File: config.mk
export PLATFORM = sky130hd
export DESIGN_NAME = cmp_pipe_flat
export DESIGN_NICKNAME = d
export VERILOG_FILES = /design/src/rtl/cmp_pkg.sv /design/src/rtl/cmp_if.sv /design/src/rtl/cmp_stage.sv /design/src/rtl/cmp_pipe.sv /design/src/flat_wrapper.sv
export SDC_FILE = /design/constraint.sdc
export NUM_CORES = 1
export LEC_CHECK = 0
export CAP_MARGIN = 30
export CORE_ASPECT_RATIO = 0.9
export CORE_MARGIN = 1
export CORE_UTILIZATION = 54
export DETAILED_ROUTE_END_ITERATION = 8
export PLACE_DENSITY = 0.88
export SYNTH_ARGS = -nofsm -noshare
export SYNTH_HDL_FRONTEND = slang
export SYNTH_SLANG_ARGS = --single-unit
File: constraint.sdc
create_clock -name clk -period 1.8 [get_ports clk]
set_input_delay 0.45 -clock clk [delete_from_list [all_inputs] [get_ports clk]]
set_output_delay 0.45 -clock clk [all_outputs]
set_load 0.01 [all_outputs]
File: src/rtl/cmp_pkg.sv
// Shared definitions for the pipelined magnitude comparator: operation encoding
// and the reserved operation codes.
package cmp_pkg;

  localparam int OP_W = 3;

  typedef enum logic [OP_W-1:0] {
    OP_GE = 3'd0,
    OP_GT = 3'd1,
    OP_LT = 3'd2,
    OP_LE = 3'd3,
    OP_EQ = 3'd4,
    OP_NE = 3'd5
  } op_e;

  localparam logic [OP_W-1:0] OP_RSV6 = 3'd6;
  localparam logic [OP_W-1:0] OP_RSV7 = 3'd7;

endpackage

File: src/rtl/cmp_if.sv
// Request/result handshake bundle of the comparator pipeline.
interface cmp_if #(
  parameter int WIDTH = 16
) ();

  logic [WIDTH-1:0]           i0;
  logic [WIDTH-1:0]           i1;
  logic                       signed_cmp;
  logic [cmp_pkg::OP_W-1:0]   op;
  logic                       i_valid;
  logic                       i_ready;
  logic                       o;
  logic                       o_valid;
  logic                       o_ready;

  modport master (
    output i0, i1, signed_cmp, op, i_valid, o_ready,
    input  i_ready, o, o_valid
  );

  modport slave (
    input  i0, i1, signed_cmp, op, i_valid, o_ready,
    output i_ready, o, o_valid
  );

endinterface

File: src/rtl/cmp_stage.sv
// One carry-chain segment: adds the low SEG bits of a + ~b + cin, folds segment
// equality into the running flag and registers everything, holding while adv=0.
module cmp_stage
  import cmp_pkg::*;
#(
  parameter int WIDTH = 16,
  parameter int SEG   = 4
) (
  input  logic             clk,
  input  logic             rst_n,
  input  logic             adv,
  input  logic             valid_in,
  input  logic             carry_in,
  input  logic             eq_in,
  input  logic [OP_W-1:0]  op_in,
  input  logic [WIDTH-1:0] a_in,
  input  logic [WIDTH-1:0] b_in,
  output logic             valid_q,
  output logic             carry_q,
  output logic             eq_q,
  output logic [OP_W-1:0]  op_q,
  output logic [WIDTH-1:0] a_q,
  output logic [WIDTH-1:0] b_q
);

  logic             carry_d;
  logic             eq_d;
  logic [SEG-1:0]   unused_sum;
  logic [WIDTH-1:0] a_d;
  logic [WIDTH-1:0] b_d;

  always_comb begin
    {carry_d, unused_sum} = {1'b0, a_in[SEG-1:0]} + {1'b0, ~b_in[SEG-1:0]}
                            + {{SEG{1'b0}}, carry_in};
    eq_d = eq_in & (a_in[SEG-1:0] == b_in[SEG-1:0]);
    // Next segment always sits at the bottom of the operand registers
    a_d  = a_in >> SEG;
    b_d  = b_in >> SEG;
  end

  always_ff @(posedge clk or negedge rst_n) begin
    if (!rst_n) begin
      valid_q <= 1'b0;
      carry_q <= 1'b0;
      eq_q    <= 1'b0;
      op_q    <= '0;
      a_q     <= '0;
      b_q     <= '0;
    end else if (adv) begin
      valid_q <= valid_in;
      carry_q <= carry_d;
      eq_q    <= eq_d;
      op_q    <= op_in;
      a_q     <= a_d;
      b_q     <= b_d;
    end
  end

endmodule

File: src/rtl/cmp_pipe.sv
// Pipelined signed/unsigned comparator: STAGES carry-chain segments followed by a
// registered result decode, all stalling together on back-pressure.
module cmp_pipe
  import cmp_pkg::*;
#(
  parameter int WIDTH  = 16,
  parameter int STAGES = 4
) (
  input logic   clk,
  input logic   rst_n,
  cmp_if.slave  bus
);

  localparam int SAFE_STAGES = (STAGES < 1) ? 1 : STAGES;
  localparam int SEG         = WIDTH / SAFE_STAGES;
  localparam logic [WIDTH-1:0] MSB_MASK = {1'b1, {(WIDTH-1){1'b0}}};

  if (WIDTH < 2) begin : g_bad_width
    $error("cmp_pipe: WIDTH must be >= 2");
  end
  if ((STAGES < 1) || ((WIDTH % SAFE_STAGES) != 0)) begin : g_bad_stages
    $error("cmp_pipe: STAGES must be >= 1 and divide WIDTH");
  end

  logic [STAGES:0]                  valid_p;
  logic [STAGES:0]                  carry_p;
  logic [STAGES:0]                  eq_p;
  logic [STAGES:0][OP_W-1:0]        op_p;
  logic [STAGES:0][WIDTH-1:0]       a_p;
  logic [STAGES:0][WIDTH-1:0]       b_p;

  logic adv;
  logic o_q, o_d;
  logic o_valid_q;
  logic res;
  logic unused_tail;

  assign adv         = ~o_valid_q | bus.o_ready;
  assign bus.i_ready = adv;

  // Flipping both MSBs maps two's-complement order onto unsigned order
  assign valid_p[0] = bus.i_valid;
  assign carry_p[0] = 1'b1;
  assign eq_p[0]    = 1'b1;
  assign op_p[0]    = bus.op;
  assign a_p[0]     = bus.i0 ^ (bus.signed_cmp ? MSB_MASK : '0);
  assign b_p[0]     = bus.i1 ^ (bus.signed_cmp ? MSB_MASK : '0);

  for (genvar k = 0; k < STAGES; k++) begin : g_stage
    cmp_stage #(
      .WIDTH (WIDTH),
      .SEG   (SEG)
    ) u_stage (
      .clk      (clk),
      .rst_n    (rst_n),
      .adv      (adv),
      .valid_in (valid_p[k]),
      .carry_in (carry_p[k]),
      .eq_in    (eq_p[k]),
      .op_in    (op_p[k]),
      .a_in     (a_p[k]),
      .b_in     (b_p[k]),
      .valid_q  (valid_p[k+1]),
      .carry_q  (carry_p[k+1]),
      .eq_q     (eq_p[k+1]),
      .op_q     (op_p[k+1]),
      .a_q      (a_p[k+1]),
      .b_q      (b_p[k+1])
    );
  end

  // Operand bits are fully consumed once they leave the last segment
  assign unused_tail = ^{a_p[STAGES], b_p[STAGES]};

  always_comb begin
    res = 1'b0;
    case (op_p[STAGES])
      OP_GE:            res = carry_p[STAGES];
      OP_GT:            res = carry_p[STAGES] & ~eq_p[STAGES];
      OP_LT:            res = ~carry_p[STAGES];
      OP_LE:            res = ~carry_p[STAGES] | eq_p[STAGES];
      OP_EQ:            res = eq_p[STAGES];
      OP_NE:            res = ~eq_p[STAGES];
      OP_RSV6, OP_RSV7: res = 1'b0;
      default:          res = 1'b0;
    endcase
    o_d = valid_p[STAGES] ? res : o_q;
  end

  always_ff @(posedge clk or negedge rst_n) begin
    if (!rst_n) begin
      o_q       <= 1'b0;
      o_valid_q <= 1'b0;
    end else if (adv) begin
      o_q       <= o_d;
      o_valid_q <= valid_p[STAGES];
    end
  end

  assign bus.o       = o_q;
  assign bus.o_valid = o_valid_q;

endmodule

File: src/flat_wrapper.sv
// flat-port wrapper written by rule: the top's interface ports become plain ports
module cmp_pipe_flat import cmp_pkg::*;
#(
  parameter int WIDTH  = 16,
  parameter int STAGES = 4
)
  (clk, rst_n, bus_i0, bus_i1, bus_signed_cmp, bus_op, bus_i_valid, bus_o_ready, bus_i_ready, bus_o, bus_o_valid);
  cmp_if #(.WIDTH(WIDTH)) bus_i ();
  input logic clk;
  input logic rst_n;
  input wire logic [$bits(bus_i.i0)-1:0] bus_i0;
  input wire logic [$bits(bus_i.i1)-1:0] bus_i1;
  input wire logic [$bits(bus_i.signed_cmp)-1:0] bus_signed_cmp;
  input wire logic [$bits(bus_i.op)-1:0] bus_op;
  input wire logic [$bits(bus_i.i_valid)-1:0] bus_i_valid;
  input wire logic [$bits(bus_i.o_ready)-1:0] bus_o_ready;
  output wire logic [$bits(bus_i.i_ready)-1:0] bus_i_ready;
  output wire logic [$bits(bus_i.o)-1:0] bus_o;
  output wire logic [$bits(bus_i.o_valid)-1:0] bus_o_valid;
  assign bus_i.i0 = bus_i0;
  assign bus_i.i1 = bus_i1;
  assign bus_i.signed_cmp = bus_signed_cmp;
  assign bus_i.op = bus_op;
  assign bus_i.i_valid = bus_i_valid;
  assign bus_i.o_ready = bus_o_ready;
  assign bus_i_ready = bus_i.i_ready;
  assign bus_o = bus_i.o;
  assign bus_o_valid = bus_i.o_valid;
  cmp_pipe #(.WIDTH(WIDTH), .STAGES(STAGES)) u_core (.clk(clk), .rst_n(rst_n), .bus(bus_i));
endmodule
==> flow_summary.json <==
{
  "status": "complete, no violations",
  "synth_top_area_share_pct": 57.59,
  "ys_types": 28,
  "syn_nets": 403,
  "row_count": 26,
  "synth.area.top_cells": "dfrtp_1 58%, nand2_1 20%, ha_1 6.2%, o21ai_0 3.0%, buf_6 2.5%",
  "fill_cells": 413,
  "dr.pass1.iters": 4,
  "wl_per_cell_um": 12.83,
  "vdd_drop_max_uv": 611.5,
  "grt_pass1_wl_mm": 10.17,
  "synth_edf_count": 0,
  "clk_pin_slew_ns": 0.08,
  "post-route-min-period_ns": 1.684,
  "p_sw_mw": 1.928,
  "htree_num_levels": 3,
  "final_layout_size_suffix_gt1_share_pct": 6.599,
  "p_sw_share_pct": 34.03,
  "r2r_slack_ns": 0.28,
  "total_power_mw": 5.665,
  "post-route-period-util_pct": 93.54,
  "tritoncts": "yes",
  "numClockSinks": 74,
  "finalSetupViolCount": 0,
  "synth_most_common_cell": "nand2_1",
  "drt_iter0_drc": 177,
  "power_density_nw_per_um2": 1467,
  "synth_warnings": 0,
  "clk_path_buf_depth": 2,
  "antenna_found_initial": 0,
  "yosys-top-cells-count": "169 x nand2_1, 74 x dfrtp_1, 19 x o21ai_0, 16 x ha_1, 16 x inv_1",
  "vias": 2313,
  "placed_area_um2": 3659,
  "portBuffers": 42,
  "drv_slew": 0,
  "fin_skew_ns": 0.007104,
  "power_frac_comb_pct": 30.6,
  "met1_usage_pct": 27.75,
  "track_usage_pct": 21.28,
  "via_per_inst": 4.985,
  "syn_inst": 347,
  "cts_root_buf": "clkbuf_8",
  "async_flop_share_pct": 100.0,
  "hold_violations": 0,
  "max_freq_ghz": 0.5939,
  "path_delay_family": "buffers and inverters",
  "synthesis.area_um2": 3216,
  "cts_buffers": 9,
  "dp_hpwl_mm": 3.963,
  "setup_slack_ns": 0.1163,
  "core-area_um2": 5725,
  "drc_errors": 0,
  "cp-start-kind": "register",
  "fin_tns_setup_ns": 0,
  "postCtsHoldBufs": 0,
  "grt_use_met2_pct": 35.34,
  "reg2regPathDepth": 6,
  "post-route-util_pct": 67.46,
  "busiest_layer": "met2",
  "rsz0062_at_grt": "false",
  "grt_max_degree": 60,
  "hold_ws_ns": 0.03789,
  "crit_required_ns": 1.35,
  "dieWidth_um": 83.34,
  "grtUsageMet3_pct": 3.728,
  "ff_latch_area_um2": 1852,
  "gp_congestion": 0.7719,
  "overflow": 0,
  "multi_input_area_um2": 1175,
  "crit_fanout": 2,
  "grt_pass1_vias": 2223,
  "cts_setup_buffers": 0,
  "p_clk_share_pct": 23.1,
  "p_leak_nw": 1.974,
  "internal_power_mw": 3.737,
  "synth.yosys.seq_area_share_pct": 57.59,
  "drtAntennaViolNets": 0,
  "fin_nets": 445,
  "worstHoldPathType": "primary input to async pin",
  "syn_to_final_growth_pct": 20.12,
  "crit_type": "register to output port",
  "dp.cells": 448,
  "clk_latency_ns": 0.34,
  "final_cells": 464,
  "synth.largest_area_cell": "dfrtp_1",
  "slowest_delay_ns": 0.54,
  "dp_slack_ns": -0.2589,
  "io_pins": 43,
  "worstMarginPinSlew_ns": 0.5727,
  "cts_resized": 4,
  "maxCapViolations": 0,
  "die-area_um2": 6268,
  "routed_wl_mm": 5.954,
  "cp_slowest_cell": "clkdlybuf4s50_1",
  "ys_ff_latch": 74,
  "antenna_cells": 0,
  "cp-end-kind": "output port",
  "synth_flop_cell": "dfrtp_1",
  "avgSynthCellArea_um2": 9.267,
  "maxSlewHeadroom_pct": 61.82,
  "path_cells": "clkdlybuf4s50_1",
  "r2r-end": "u_core.g_stage[2].u_stage.b_q[2]$_DFFE_PN0N_",
  "critPathBufInv": 1,
  "r2r_start": "u_core.bus.o_valid$_DFFE_PN0N_",
  "fin_area_um2": 3862,
  "die_h_um": 75.21,
  "cp.arrival_ns": 1.23,
  "seqPwrFrac_pct": 46.3,
  "start_util_pct": 56.16
}
cells by family after synthesis:
kind of cell | after synthesis | share of synthesized area, %
AO/OA/AOI/OAI | 38 | 7.199
XOR/XNOR | 2 | 0.5448
adder cells (fa/ha/maj) | 16 | 6.226
buffers and inverters | 33 | 5.876
flip-flops | 74 | 57.59
AND/OR/NAND/NOR | 184 | 22.57
registers in the layout, indices dropped and copies added, names as in the netlist:
name,flops
u_core.g_stage.u_stage.op_q,12
u_core.bus.o_valid,1
u_core.g_stage.u_stage.a_q,24
u_core.g_stage.u_stage.carry_q,4
u_core.bus.o,1
u_core.g_stage.u_stage.b_q,24
u_core.g_stage.u_stage.eq_q,4
u_core.g_stage.u_stage.valid_q,4
cell type report:
type                    count  area share [%]
inverters                  17           1.717
multi-input cells         240           30.42
clock inverters             5           1.361
repair buffers             47           12.37
well taps                  70           2.268
flip-flops and latches     74           47.94
clock buffers              11           3.920
placed cells by master (no fill, tap or decap), types with 2 or more instances in the layout:
cell / n
nand2_1: 169
clkdlybuf4s50_1: 39
clkbuf_8: 11
o32a_1: 3
xnor2_1: 2
o21ai_1: 2
o21ai_0: 19
nand3_1: 6
nor2b_1: 4
dfrtp_1: 74
ha_1: 16
buf_12: 2
inv_1: 16
clkinv_2: 3
a21oi_1: 7
buf_4: 3
power groups by stage:
stage	clock, mW	combinational (mW)	sequential (mW)
floorplan	0	1.31	2.55
global placement	0	1.61	2.62
detailed placement	0	1.72	2.64
CTS	1.33	1.75	2.62
global route	1.40	2.01	2.69
finish	1.31	1.73	2.62
per-layer routing:
layer	routed length, µm	part of all wire [%]	vias up
met4	120	2.0	0
li1	-	-	1179
met5	0	0	-
met3	127	2.1	13
met2	2922	49	35
met1	2783	47	1086
worst max-delay path by stage:
stage                                              start           to  slack [ns]  cells past startpoint
after CTS                 u_core.bus.o_valid$_DFFE_PN0N_  bus_o_valid        0.10                      1
after global routing      u_core.bus.o_valid$_DFFE_PN0N_  bus_o_valid        0.06                      1
after detailed placement                     bus_o_ready  bus_i_ready       -0.26                      4
final                     u_core.bus.o_valid$_DFFE_PN0N_  bus_o_valid        0.12                      1
after floorplan           u_core.bus.o_valid$_DFFE_PN0N_  bus_i_ready        0.38                      5
after global placement                       bus_o_ready  bus_i_ready       -0.26                      4
(Power assumes the default switching activity.)
